[src/rtl/mipi_csi_pkg.sv]
// Shared CSI-2 / D-PHY constants and types for the lane transmitter and receiver.
package mipi_csi_pkg;

    typedef enum logic [2:0] {
        ST_STOP,
        ST_HS_RQST,
        ST_LP00,
        ST_SYNC,
        ST_HDR,
        ST_PAYLOAD,
        ST_CRC,
        ST_DRAIN
    } lane_state_t;

    // LP line encodings as {lp_p, lp_n}
    localparam logic [1:0] LP11 = 2'b11;
    localparam logic [1:0] LP01 = 2'b01;
    localparam logic [1:0] LP00 = 2'b00;

    localparam logic [7:0] SYNC_BYTE   = 8'hB8;
    localparam logic [5:0] DI_LONG_MIN = 6'h10;

    // Data types at or above the threshold carry a payload and CRC
    function automatic logic is_long(input logic [5:0] dt);
        return dt >= DI_LONG_MIN;
    endfunction

endpackage

[src/rtl/mipi_dphy_rx_lane_if.sv]
// Lane-side pins and decoded packet stream of one D-PHY receive lane.
interface mipi_dphy_rx_lane_if;
    logic        lp_p;
    logic        lp_n;
    logic [7:0]  hs_byte_raw;
    logic        hs_term_en;
    logic        hdr_valid;
    logic [7:0]  di;
    logic [15:0] wc;
    logic [7:0]  ecc;
    logic        data_valid;
    logic [7:0]  data;
    logic        pkt_end;
    logic [15:0] crc_rx;
    logic        sync_err;
    logic        pkt_abort;

    modport master (
        output lp_p, lp_n, hs_byte_raw,
        input  hs_term_en, hdr_valid, di, wc, ecc, data_valid, data,
               pkt_end, crc_rx, sync_err, pkt_abort
    );

    modport slave (
        input  lp_p, lp_n, hs_byte_raw,
        output hs_term_en, hdr_valid, di, wc, ecc, data_valid, data,
               pkt_end, crc_rx, sync_err, pkt_abort
    );
endinterface

[src/rtl/mipi_lp_filter.sv]
// Synchronizes the LP pin pair and accepts a new line state only after it holds steady.
module mipi_lp_filter #(
    parameter int unsigned LP_FILT = 4
) (
    input  logic       byteclk,
    input  logic       areset,
    input  logic       lp_p,
    input  logic       lp_n,
    output logic [1:0] lp_state
);
    localparam int unsigned CW = $clog2(LP_FILT + 1);

    logic [1:0]    sync1;
    logic [1:0]    sync2;
    logic [1:0]    cand;
    logic [CW-1:0] cnt;

    always_ff @(posedge byteclk or posedge areset) begin
        if (areset) begin
            sync1    <= '0;
            sync2    <= '0;
            cand     <= '0;
            cnt      <= '0;
            lp_state <= '0;
        end else begin
            sync1 <= {lp_p, lp_n};
            sync2 <= sync1;
            if (sync2 != cand) begin
                cand <= sync2;
                cnt  <= CW'(1);
            end else if (cnt != CW'(LP_FILT)) begin
                cnt <= cnt + CW'(1);
            end
            if (cnt == CW'(LP_FILT)) begin
                lp_state <= cand;
            end
        end
    end
endmodule

[src/rtl/mipi_dphy_rx_lane.sv]
// Single-lane D-PHY/CSI-2 receiver: LP sequencing, HS bit alignment on the sync byte,
// header parse and payload/CRC streaming.
module mipi_dphy_rx_lane #(
    parameter int unsigned LP_FILT      = 4,
    parameter int unsigned LP00_MIN     = 2,
    parameter int unsigned SYNC_TIMEOUT = 64,
    parameter logic [7:0]  SYNC_BYTE    = mipi_csi_pkg::SYNC_BYTE
) (
    input  logic                byteclk,
    input  logic                areset,
    mipi_dphy_rx_lane_if.slave  bus
);
    import mipi_csi_pkg::*;

    localparam int unsigned TW = $clog2(SYNC_TIMEOUT + 1);
    localparam int unsigned MW = $clog2(LP00_MIN + 1);

    lane_state_t   state;
    logic [1:0]    lp_state;
    logic [7:0]    prev_raw;
    logic [2:0]    off;
    logic [TW-1:0] tcnt;
    logic [MW-1:0] lcnt;
    logic [1:0]    bcnt;
    logic [15:0]   pcnt;
    logic [23:0]   hdr_sh;
    logic [7:0]    crc_lo;

    logic [15:0]   win_c;
    logic [7:0]    aligned_c;
    logic          sync_hit_c;
    logic [2:0]    sync_off_c;
    logic [15:0]   hdr_wc_c;
    logic          abort_c;

    mipi_lp_filter #(.LP_FILT(LP_FILT)) u_lp_filter (
        .byteclk  (byteclk),
        .areset   (areset),
        .lp_p     (bus.lp_p),
        .lp_n     (bus.lp_n),
        .lp_state (lp_state)
    );

    assign win_c     = {bus.hs_byte_raw, prev_raw};
    assign aligned_c = win_c[off +: 8];
    assign hdr_wc_c  = hdr_sh[23:8];
    assign abort_c   = (lp_state == LP11) &&
                       (state inside {ST_SYNC, ST_HDR, ST_PAYLOAD, ST_CRC});

    // Descending scan so the lowest matching offset is the one left standing
    always_comb begin
        sync_hit_c = 1'b0;
        sync_off_c = 3'd0;
        for (int k = 7; k >= 0; k--) begin
            if (win_c[k +: 8] == SYNC_BYTE) begin
                sync_hit_c = 1'b1;
                sync_off_c = 3'(k);
            end
        end
    end

    always_ff @(posedge byteclk or posedge areset) begin
        if (areset) begin
            state          <= ST_STOP;
            prev_raw       <= '0;
            off            <= '0;
            tcnt           <= '0;
            lcnt           <= '0;
            bcnt           <= '0;
            pcnt           <= '0;
            hdr_sh         <= '0;
            crc_lo         <= '0;
            bus.hs_term_en <= 1'b0;
            bus.hdr_valid  <= 1'b0;
            bus.di         <= '0;
            bus.wc         <= '0;
            bus.ecc        <= '0;
            bus.data_valid <= 1'b0;
            bus.data       <= '0;
            bus.pkt_end    <= 1'b0;
            bus.crc_rx     <= '0;
            bus.sync_err   <= 1'b0;
            bus.pkt_abort  <= 1'b0;
        end else begin
            prev_raw       <= bus.hs_byte_raw;
            bus.hdr_valid  <= 1'b0;
            bus.data_valid <= 1'b0;
            bus.pkt_end    <= 1'b0;
            bus.sync_err   <= 1'b0;
            bus.pkt_abort  <= 1'b0;

            if (abort_c) begin
                bus.pkt_abort  <= 1'b1;
                bus.hs_term_en <= 1'b0;
                state          <= ST_STOP;
            end else begin
                case (state)
                    ST_STOP: begin
                        bus.hs_term_en <= 1'b0;
                        off            <= '0;
                        if (lp_state == LP01) state <= ST_HS_RQST;
                    end
                    ST_HS_RQST: begin
                        if (lp_state == LP00) begin
                            lcnt  <= '0;
                            state <= ST_LP00;
                        end else if (lp_state == LP11) begin
                            state <= ST_STOP;
                        end
                    end
                    ST_LP00: begin
                        if (lp_state == LP11) begin
                            state <= ST_STOP;
                        end else if (lp_state == LP00) begin
                            if (lcnt == MW'(LP00_MIN - 1)) begin
                                bus.hs_term_en <= 1'b1;
                                tcnt           <= '0;
                                state          <= ST_SYNC;
                            end else begin
                                lcnt <= lcnt + MW'(1);
                            end
                        end
                    end
                    ST_SYNC: begin
                        if (sync_hit_c) begin
                            off   <= sync_off_c;
                            bcnt  <= '0;
                            state <= ST_HDR;
                        end else if (tcnt == TW'(SYNC_TIMEOUT - 1)) begin
                            bus.sync_err <= 1'b1;
                            state        <= ST_DRAIN;
                        end else begin
                            tcnt <= tcnt + TW'(1);
                        end
                    end
                    ST_HDR: begin
                        bcnt <= bcnt + 2'd1;
                        if (bcnt != 2'd3) begin
                            hdr_sh <= {aligned_c, hdr_sh[23:8]};
                        end else begin
                            bus.hdr_valid <= 1'b1;
                            bus.di        <= hdr_sh[7:0];
                            bus.wc        <= hdr_wc_c;
                            bus.ecc       <= aligned_c;
                            if (!is_long(hdr_sh[5:0])) begin
                                bus.pkt_end <= 1'b1;
                                state       <= ST_DRAIN;
                            end else if (hdr_wc_c == 16'd0) begin
                                state <= ST_CRC;
                            end else begin
                                pcnt  <= hdr_wc_c;
                                state <= ST_PAYLOAD;
                            end
                        end
                    end
                    ST_PAYLOAD: begin
                        bus.data_valid <= 1'b1;
                        bus.data       <= aligned_c;
                        pcnt           <= pcnt - 16'd1;
                        if (pcnt == 16'd1) begin
                            bcnt  <= '0;
                            state <= ST_CRC;
                        end
                    end
                    ST_CRC: begin
                        if (bcnt == 2'd0) begin
                            crc_lo <= aligned_c;
                            bcnt   <= 2'd1;
                        end else begin
                            bus.crc_rx  <= {aligned_c, crc_lo};
                            bus.pkt_end <= 1'b1;
                            state       <= ST_DRAIN;
                        end
                    end
                    ST_DRAIN: begin
                        if (lp_state == LP11) begin
                            bus.hs_term_en <= 1'b0;
                            state          <= ST_STOP;
                        end
                    end
                endcase
            end
        end
    end
endmodule

[src/flat_wrapper.sv]
// flat-port wrapper written by rule: the top's interface ports become plain ports
module mipi_dphy_rx_lane_flat import mipi_csi_pkg::*;
#(
    parameter int unsigned LP_FILT      = 4,
    parameter int unsigned LP00_MIN     = 2,
    parameter int unsigned SYNC_TIMEOUT = 64,
    parameter logic [7:0]  SYNC_BYTE    = mipi_csi_pkg::SYNC_BYTE
)
  (byteclk, areset, bus_lp_p, bus_lp_n, bus_hs_byte_raw, bus_hs_term_en, bus_hdr_valid, bus_di, bus_wc, bus_ecc, bus_data_valid, bus_data, bus_pkt_end, bus_crc_rx, bus_sync_err, bus_pkt_abort);
  mipi_dphy_rx_lane_if bus_i ();
  input  logic byteclk;
  input  logic areset;
  input wire logic [$bits(bus_i.lp_p)-1:0] bus_lp_p;
  input wire logic [$bits(bus_i.lp_n)-1:0] bus_lp_n;
  input wire logic [$bits(bus_i.hs_byte_raw)-1:0] bus_hs_byte_raw;
  output wire logic [$bits(bus_i.hs_term_en)-1:0] bus_hs_term_en;
  output wire logic [$bits(bus_i.hdr_valid)-1:0] bus_hdr_valid;
  output wire logic [$bits(bus_i.di)-1:0] bus_di;
  output wire logic [$bits(bus_i.wc)-1:0] bus_wc;
  output wire logic [$bits(bus_i.ecc)-1:0] bus_ecc;
  output wire logic [$bits(bus_i.data_valid)-1:0] bus_data_valid;
  output wire logic [$bits(bus_i.data)-1:0] bus_data;
  output wire logic [$bits(bus_i.pkt_end)-1:0] bus_pkt_end;
  output wire logic [$bits(bus_i.crc_rx)-1:0] bus_crc_rx;
  output wire logic [$bits(bus_i.sync_err)-1:0] bus_sync_err;
  output wire logic [$bits(bus_i.pkt_abort)-1:0] bus_pkt_abort;
  assign bus_i.lp_p = bus_lp_p;
  assign bus_i.lp_n = bus_lp_n;
  assign bus_i.hs_byte_raw = bus_hs_byte_raw;
  assign bus_hs_term_en = bus_i.hs_term_en;
  assign bus_hdr_valid = bus_i.hdr_valid;
  assign bus_di = bus_i.di;
  assign bus_wc = bus_i.wc;
  assign bus_ecc = bus_i.ecc;
  assign bus_data_valid = bus_i.data_valid;
  assign bus_data = bus_i.data;
  assign bus_pkt_end = bus_i.pkt_end;
  assign bus_crc_rx = bus_i.crc_rx;
  assign bus_sync_err = bus_i.sync_err;
  assign bus_pkt_abort = bus_i.pkt_abort;
  mipi_dphy_rx_lane #(.LP_FILT(LP_FILT), .LP00_MIN(LP00_MIN), .SYNC_TIMEOUT(SYNC_TIMEOUT), .SYNC_BYTE(SYNC_BYTE)) u_core (.byteclk(byteclk), .areset(areset), .bus(bus_i));
endmodule
[config.mk]
export PLATFORM = sky130hd
export DESIGN_NAME = mipi_dphy_rx_lane_flat
export DESIGN_NICKNAME = d
export VERILOG_FILES = /design/src/rtl/mipi_csi_pkg.sv /design/src/rtl/mipi_dphy_rx_lane_if.sv /design/src/rtl/mipi_lp_filter.sv /design/src/rtl/mipi_dphy_rx_lane.sv /design/src/flat_wrapper.sv
export SDC_FILE = /design/constraint.sdc
export NUM_CORES = 1
export LEC_CHECK = 0
export ABC_AREA = 1
export CORE_MARGIN = 3
export CORE_UTILIZATION = 51
export DETAILED_ROUTE_END_ITERATION = 12
export GPL_ROUTABILITY_DRIVEN = 0
export PLACE_DENSITY_LB_ADDON = 0.05
export SETUP_SLACK_MARGIN = 0.5
export SLEW_MARGIN = 25
export SYNTH_ARGS = -nofsm -noshare
export SYNTH_HDL_FRONTEND = slang
export SYNTH_SLANG_ARGS = --single-unit
[constraint.sdc]
create_clock -name byteclk -period 4.6 [get_ports byteclk]
set_input_delay 0.92 -clock byteclk [delete_from_list [all_inputs] [get_ports byteclk]]
set_output_delay 0.92 -clock byteclk [all_outputs]
set_load 0.005 [all_outputs]
======== Word level (Yosys, flattened, before mapping) ========
Cells that the tools add are included.
storage, ports and cells
  bits in registers ....................... 146
  output and inout bits ................... 62
  memory bits (writable) .................. 0
  latch bits .............................. 0
  logic and storage cells ................. 182
  bits in read-only memories .............. 0
  memories ................................ 0
cells by class
  equality and inequality tests ........... 48
  add/subtract/negate cells ............... 5
  bitwise logic cells ..................... 3
  shift operators ......................... 1
  $lt $le $gt $ge ......................... 1
  divide/modulo/power cells ............... 0
  reduce and logical (&&, ||, !) cells .... 24
  muxes and demuxes ....................... 75
  $mul .................................... 0
operators by type and width
  cell                     count
  $mux W3                  24
  $eq A8 B8 Y1 const B     8
  $mux W16                 3
  $mux W7                  5
  $pmux W16 S2             1
  $mux W1                  27
  $pmux W3 S8              1
  $ne A2 B2 Y1 const B     10
  $eq A16 B1 Y1 const B    1
  $logic_not A16 Y1        1
  $mux W2                  8
  $shiftx A16 B4 Y8        1
  $sub A16 B1 Y16 const B  1
  $eq A3 B3 Y1 const B     5
  $reduce_and A3 Y1        5
  $reduce_and A5 Y1        3
  $pmux W7 S2              1
  $reduce_and A7 Y1        2
  $ne A3 B1 Y1 const B     4
  $ne A3 B2 Y1 const B     4
  $reduce_bool A2 Y1       5
  $ne A2 B1 Y1 const B     4
  $ne A4 B1 Y1 const B     2
  $pmux W2 S4              1
  23 further kinds         30

======== Logic depth before layout (Yosys ltp) ========
Gate-level depths: netlist of the first run.
  depth after elaboration ................. 12
  gate-level depth with buffers ........... 13
  mapped depth without buffers ............ 13

======== By module ========
Synthesis of the first run repeated with hierarchy kept, for this count alone.
unflattened totals
  cells, all modules ...................... 894
  area total of the unflattened synthesis .. 7164.4 µm²
modules (own cells, without submodules)
  module             times used  area each (µm²)  cells each
  mipi_dphy_rx_lane  1           6720.2           845
  mipi_lp_filter     1           444.2            49

======== Worst setup path before layout of the first run ========
No wires, ideal clock.
  kind .................................... input to register
  from .................................... input port bus_hs_byte_raw[1]
  to ...................................... register u_core.tcnt[6]
  buffers on the path ..................... 1
  stages .................................. 12
  required time ........................... 4.484 ns
  data arrival time ....................... 1.933 ns
  setup slack ............................. 2.551 ns
  cells stage by stage .................... inv_1 nand2_1 nor2_1 nand2_1 nand2_1 nor2_1 nand2_1 nand2_1 nand2_1 buf_4 nor2_1 nor2_1
between the ends
  longest elaborated chain between the ends .. 11
  elaborated cells on any way between the ends .. 16
  those cells by class .................... eq/ne (7); mux (8); reduce/logical (1)
RTL lines
  item                                  line                      text
  from (decl)                           flat_wrapper.sv:15        input wire logic [$bits(bus_i.hs_byte_raw)-1:0] bus_hs_byte_raw;
  $eq A8 B8 Y1                          mipi_dphy_rx_lane.sv:55   if (win_c[k +: 8] == SYNC_BYTE) begin
  $mux W1 (5 in a row)                  mipi_dphy_rx_lane.sv:55
  $mux W1 * (3 in a row)                mipi_dphy_rx_lane.sv:55
  $ne A2 B2 Y1 (no source line) *       --
  $reduce_and A7 Y1 (no source line) *  --
  to (signal assigned)                  mipi_dphy_rx_lane.sv:133  tcnt <= tcnt + TW'(1);
  to (decl)                             mipi_dphy_rx_lane.sv:22   logic [TW-1:0] tcnt;
Mark *: on every way between the ends. The rest lies on a longest branch, timed or not.
A chain may end at the register's enable or synchronous reset.

======== Worst setup path in the final report of the first run ========
  from .................................... register u_core.state[1]
  to ...................................... register u_core.bus.crc_rx[13] (netlist name)
between the ends
  longest elaborated chain between the ends .. 5
  elaborated cells on any way between the ends .. 8
  those cells by class .................... eq/ne (4); bitwise (1); reduce/logical (3)
RTL lines
  item                                  line                                              text
  from (decl)                           mipi_dphy_rx_lane.sv:18                           lane_state_t state;
  from (signal assigned)                mipi_dphy_rx_lane.sv:64                           state <= ST_STOP;
  from (signal assigned)                mipi_dphy_rx_lane.sv:95                           state <= ST_STOP;
  from (signal assigned)                mipi_dphy_rx_lane.sv:101                          if (lp_state == LP01) state <= ST_HS_RQST;
  $eq A3 B3 Y1 (tied with other cells)  mipi_dphy_rx_lane.sv:48, mipi_dphy_rx_lane.sv:97
  $reduce_bool A4 Y1 (no source line)   --
  $logic_and A1 B1 Y1                   mipi_dphy_rx_lane.sv:47                           assign abort_c = (lp_state == LP11) &&
  $not A1 Y1 (no source line)           --
  $reduce_and A3 Y1 (no source line) *  --
  to (signal assigned)                  mipi_dphy_rx_lane.sv:170                          bus.crc_rx <= {aligned_c, crc_lo};
  to (decl)                             mipi_dphy_rx_lane_if.sv:27                        pkt_end, crc_rx, sync_err, pkt_abort
Marked as above.

==> results.yml, run 1 <==
final_layout:
  stdcell_area_sq_um: 8530
  num_antenna_cells: 0
  drive_gt1_frac: 0.0653
  nets: 961
  syn2layout_area_growth_pct: 20.8
  n_fill_cell: 1153
grt:
  grt_pass1_wl_mm: 27.4
  overflow: 0
  grt_use_total: 0.229
  grt_pass1_vias: 5634
  grt_max_degree: 78
  antenna_found_initial: 0
detailed_routing:
  wl_mm: 16.5
  vias: 5967
  drtIter0Drc: 537
  ant_nets: 0
  avgRoutedWirePerCell_um: 14.6
  detail_route.first_pass.iterations: 5
  drc: 0
  via_per_inst: 5.30
timing:
  tightest_slew_ps: 948
  fin_crit_sh: 0.613
  setup_violations: 0
  clock_skew_ps: 6.30
  relSlewSlack: 0.367
  max_freq_ghz: 0.355
  rsz0062_at_grt: "false"
  drv_slew: 0
  setup-tns-final_ps: 0
  post-route-min-period_ps: 2820
  hold_violations: 0
hold_path:
  hold_class: "flip-flop to flip-flop"
power:
  p_clk_frac: 0.296
  p_int_w: 0.00329
  leakage_nw: 3.97
  p_switching_w: 0.00185
  combPwrFrac: 0.326
  p_seq_frac: 0.378
  switching_share: 0.360
  ir_drop_v: 0.000295
  p_per_area_nw_per_um2: 602
placement:
  io_buffer_count: 73
  post_dp_cell_area_sq_um: 7880
  dp_hpwl_mm: 11.8
critical_path:
  criticalPathCategory: "flip-flop to flip-flop"
  max_stage_delay_ps: 560
  crit_chain: "inv_2 -> nand3_2 -> nand2_2 -> o21ai_2 -> nand2_1 -> inv_1 -> nand2_1 -> nand2_1"
  critPathArrivalTime_ps: 3180
  path_common_cell: "nand2_1"
  critPathSlowestCell: "nand2_1"
  crit_buf_inv: 2
  cp-start-kind: "flip-flop"
  critPathTopFamily: "simple AND/OR/NAND/NOR gates"
  path_max_fanout: 28
  crit_path_end_kind: "flip-flop"
  cp.required_ps: 4960
synth:
  synth_common_cells: "nand2_1, dfrtp_1, o21ai_0"
  synth_area_leaders: "dfrtp_1, nand2_1, o21ai_0"
  yosys_register_bits: 146
  synthFlopType: "dfrtp_1"
  synth.avg_cell_area_sq_um: 8.08
  synth.distinct_cells: 40
  synth_warnings: 0
  async_reset_ff_frac: 1.00
  syn-cell-area_sq_um: 7060
  ys_seq_area_frac: 0.518
  synth_edf_count: 0
  synth_nets: 897
  yosysMostFrequentCell: "nand2_1"
  synth_area_leader_cell: "dfrtp_1"
  syn_inst: 874
  yosysTopAreaCellShare: 0.518
floorplan:
  coreArea_sq_um: 13400
  initial_core_util: 0.527
  ioPinCount: 74
  die-area_sq_um: 15300
  num_rows: 42
  die_h_um: 124
  fp.dieW_um: 124
clock_network:
  clock_latency_ps: 430
  post_cts_buffers: 0
  cts.sinks: 146
  cts_buffers: 17
  clk_pin_slew_worst_paths_ps: 60
  root_buffer: "clkbuf_16"
  cts_max_level: 4
  ctsHoldBuffers: 0
  cts_tree: "built"
  cts_resized: 0
  clockBufferDepth: 2
flow_run:
  maxCapViolCount: 0
status:
  status: "completed"
==> metrics by stage <==
stage | setup WS, ps | util | power (W) | instances | hold WS, ps
final | 1780 | 0.636 | 0.00513 | 1126 | 347
after global routing | 1510 | 0.636 | 0.00551 | 1126 | 350
after CTS | 1790 | 0.636 | 0.00517 | 1126 | 350
after detailed placement | 1540 | 0.588 | 0.00363 | 1095 | 336
after global placement | 1690 | 0.588 | 0.00357 | 1095 | 333
after floorplan | 1850 | - | 0.00302 | 874 | 331
==> power groups by stage <==
| stage | Sequential, W | Clock (W) | Combinational, W |
|---|---|---|---|
| after detailed placement | 0.00196 | 0 | 0.00167 |
| after global routing | 0.00199 | 0.00160 | 0.00192 |
| after floorplan | 0.00186 | 0 | 0.00116 |
| after CTS | 0.00194 | 0.00154 | 0.00169 |
| after global placement | 0.00195 | 0 | 0.00162 |
| final | 0.00194 | 0.00152 | 0.00167 |
==> state kept, by name, indices dropped and copies added (netlist names), 7 cells and up <==
signal	flops
u_core.bus.data	8
u_core.prev_raw	8
u_core.crc_lo	8
u_core.bus.crc_rx	16
u_core.bus.ecc	8
u_core.hdr_sh	24
u_core.bus.di	8
u_core.tcnt	7
u_core.pcnt	16
u_core.bus.wc	16
==> cell type report <==
| cell class | count | area, sq um | share of cell area |
|---|---|---|---|
| Timing Repair Buffer | 76 | 766 | 0.0898 |
| Inverter | 96 | 364 | 0.0427 |
| Multi-Input combinational cell | 601 | 2880 | 0.337 |
| Clock buffer | 20 | 447 | 0.0524 |
| Clock inverter | 11 | 200 | 0.0235 |
| Sequential cell | 146 | 3650 | 0.428 |
| Tap cell | 176 | 220 | 0.0258 |
==> logic make-up (layout without fill, tap and decap cells) <==
logic type / after synthesis / after routing / synth area share
simple gates: 400 / 400 / 0.233
compound gates: 176 / 176 / 0.137
flops: 146 / 146 / 0.518
buf+inv: 127 / 203 / 0.0746
fa+ha+maj: 11 / 11 / 0.0195
xor+xnor: 10 / 10 / 0.0124
mux: 4 / 4 / 0.00567
==> per-layer routing <==
metal / up-vias / part of all wire / GRT usage
li1: 2937 / - / -
met1: 2859 / 0.45 / 0.312
met2: 148 / 0.49 / 0.369
met3: 23 / 0.047 / 0.0486
met4: 0 / 0.015 / 0.0747
met5: - / 0 / 0
==> final timing paths <==
check	startpoint	end	slack, ps	cells past startpoint
worst min-delay path	u_core.u_lp_filter.sync1[1]$_DFF_PP0_	u_core.u_lp_filter.sync2[1]$_DFF_PP0_	350	0
worst min register to register	u_core.u_lp_filter.sync1[1]$_DFF_PP0_	u_core.u_lp_filter.sync2[1]$_DFF_PP0_	350	0
worst max-delay path	u_core.state[1]$_DFFE_PP0P_	u_core.bus.crc_rx[13]$_DFFE_PP0P_	1780	8
max in group asynchronous	areset	u_core.prev_raw[2]$_DFF_PP0_	2680	3
worst max register to register	u_core.state[1]$_DFFE_PP0P_	u_core.bus.crc_rx[13]$_DFFE_PP0P_	1780	8
min in group asynchronous	areset	u_core.bus.crc_rx[2]$_DFFE_PP0P_	1020	2
==> layout by cell type, fill, tap and decap left out, types with 3 or more instances in the layout <==
cell / n
o21ai_0: 118
ha_1: 11
o31ai_1: 3
nor2_1: 65
nor2_2: 4
xnor2_1: 3
or2_2: 3
inv_6: 3
bufinv_16: 5
o21ai_1: 7
xor2_1: 7
nand4_1: 8
o21ai_2: 13
clkinv_1: 3
clkinvlp_4: 3
nor3_1: 9
dfrtp_1: 146
clkbuf_16: 17
mux2i_1: 4
inv_2: 3
a21oi_1: 23
nand3_1: 30
nand2_1: 271
inv_1: 89
clkdlybuf4s50_1: 73
o211ai_1: 3
No activity file was read; power rests on OpenSTA's default activity.
==> run 2, diff against run 1 <==
clock period = 2.5 ns   (was 4.6 ns; I/O delays follow)
==> run 2 against run 1 <==
  * Sequential power rose by 85%
  * Wire length rose by 2.3%
  * Clock skew rose by 3.0 ps
  * Worst hold slack got worse by 25 ps
  * Flip-flop and latch count did not move
  * Total power rose by 88%
  * Global-route usage rose by 0.17 points
  * Clock power rose by 81%
  * Highest routed layer unchanged
  * Non-clock buffer count rose by 26
  * Sequential share of layout area fell by 1.5 points
  * First-iteration DRC count fell by 16%
==> results.yml, run 2 (synthesized netlist as in run 1, its figures left out) <==
status:
  status: "completed"
clock_network:
  cts_buffers: 17
  clk_pin_slew_worst_paths_ps: 60
  ctsHoldBuffers: 0
  clockBufferDepth: 2
  cts.sinks: 146
  clock_latency_ps: 420
  root_buffer: "clkbuf_16"
  cts_tree: "built"
  cts_max_level: 4
grt:
  grt_pass1_wl_mm: 27.9
  grt_max_degree: 51
  grt_use_total: 0.231
  overflow: 0
  antenna_found_initial: 0
  grt_pass1_vias: 5735
critical_path:
  timing.rr.start: "u_core.state[0]$_DFFE_PP0P_"
  worst-r2r-setup-slack_ps: 550
  cp-start-kind: "flip-flop"
  critPathArrivalTime_ps: 2290
  path_max_fanout: 9
  r2r_cells: 8
  cp.required_ps: 2830
  criticalPathCategory: "flip-flop to flip-flop"
  r2r_end: "u_core.lcnt[0]$_DFFE_PP0P_"
  crit_path_end_kind: "flip-flop"
power:
  p_per_area_nw_per_um2: 1090
  ir_drop_v: 0.000553
  leakage_nw: 4.16
  p_total_w: 0.00964
timing:
  max_freq_ghz: 0.512
  setup_violations: 0
  fin_crit_sh: 0.781
  hold_violations: 0
  setup-tns-final_ps: 0
  rsz0062_at_grt: "true"
  drv_slew: 0
  relSlewSlack: 0.699
  tightest_slew_ps: 449
  post-route-min-period_ps: 1950
  clock_skew_ps: 9.31
placement:
  dp_cells: 1115
  io_buffer_count: 73
  dp_hpwl_mm: 12.1
  post_dp_cell_area_sq_um: 8060
floorplan:
  ioPinCount: 74
  num_rows: 42
  coreArea_sq_um: 13400
  fp.dieW_um: 124
  die-area_sq_um: 15300
  initial_core_util: 0.527
  die_h_um: 124
final_layout:
  largest_reg_flops: 24
  syn2layout_area_growth_pct: 25.4
  stdcell_area_sq_um: 8850
  layout_commonest_cell: "nand2_1"
  nets: 987
  final_util: 0.660
  top_register: "u_core.hdr_sh"
  drive_gt1_frac: 0.106
  num_antenna_cells: 0
  final_cell_mix: "nand2_1, dfrtp_1, o21ai_0"
  fin_cells: 1153
hold_path:
  min-delay-start: "bus_hs_byte_raw[1]"
  whs_endpoint: "u_core.prev_raw[1]$_DFF_PP0_"
  hold_class: "primary input to flip-flop"
  whs_path_depth: 1
flow_run:
  maxCapViolCount: 0
detailed_routing:
  ant_nets: 0
  via_per_inst: 5.31
  drc: 0
  wl_mm: 16.9
  vias: 6125
  detail_route.first_pass.iterations: 5
  avgRoutedWirePerCell_um: 14.6
  drtIter0Drc: 450
## run 2: cell count changes in the layout (fill, tap and decap cells not counted), moves of 4 or more
cell,change
o21ai_1,+4
dlymetal6s2s_1,+4
clkdlybuf4s50_1,-4
o21ai_0,-4
buf_4,+22
dfrtp_2,+4
dfrtp_1,-4
## run 2: timing repair
| item | CTS | global route |
|---|---|---|
| resized for setup | 4 | 26 |
| cloned | 0 | 1 |
| setup endpoints to repair | 44 | 96 |
| pin swaps | 0 | 2 |
| setup buffers | 1 | 4 |
## run 2: layer usage
layer	GRT usage	wire length [um]	share of wire	vias up
met5	0	0	0	-
met4	0.0872	403	0.024	0
met3	0.0431	843	0.050	37
met2	0.367	8020	0.48	201
met1	0.317	7600	0.45	2908
li1	-	-	-	2979
## run 2: metrics by stage
stage | setup slack [ps] | hold slack [ps]
after floorplan | 167 | 331
after global placement | 143 | 334
after detailed placement | 59.6 | 335
after CTS | 474 | 348
after global routing | 405 | 326
final | 546 | 323
## run 2: critical path: stages, from the launching register on
cell and delay, ps:
dfrtp_2 480, nor2_1 90, nand2_1 190, nand2_1 140, o21ai_2 230, nand2_1 140, a211oi_1 390, nand3_1 110
o21ai_0 100
## run 2: cell type report
| type | count | area, sq um |
|---|---|---|
| Clock buffer | 22 | 474 |
| Multi-Input combinational cell | 601 | 2930 |
| Tap cell | 176 | 220 |
| Timing Repair Buffer | 102 | 1030 |
| Sequential cell | 146 | 3660 |
| Inverter | 96 | 370 |
| Fill cell | 1128 | 4550 |
| Clock inverter | 10 | 171 |
## run 2: report_power, final
| part | internal, W | switching (W) |
|---|---|---|
| combinational | 0.00136 | 0.00194 |
| sequential | 0.00304 | 0.000550 |
| clock | 0.00176 | 0.000989 |
| total | 0.00616 | 0.00347 |
## run 2: worst max path at each step
stage | from | cells past startpoint | endpoint
2_1_floorplan | areset | 1 | u_core.bcnt[0]$_DFFE_PP0P_
3_3_place_gp | bus_hs_byte_raw[0] | 12 | u_core.tcnt[1]$_DFFE_PP0P_
3_5_place_dp | bus_hs_byte_raw[0] | 12 | u_core.tcnt[4]$_DFFE_PP0P_
4_1_cts | u_core.state[2]$_DFFE_PP0P_ | 10 | u_core.bus.wc[6]$_DFFE_PP0P_
5_1_grt | u_core.state[0]$_DFFE_PP0P_ | 7 | u_core.lcnt[1]$_DFFE_PP0P_
6_report | u_core.state[0]$_DFFE_PP0P_ | 8 | u_core.lcnt[0]$_DFFE_PP0P_
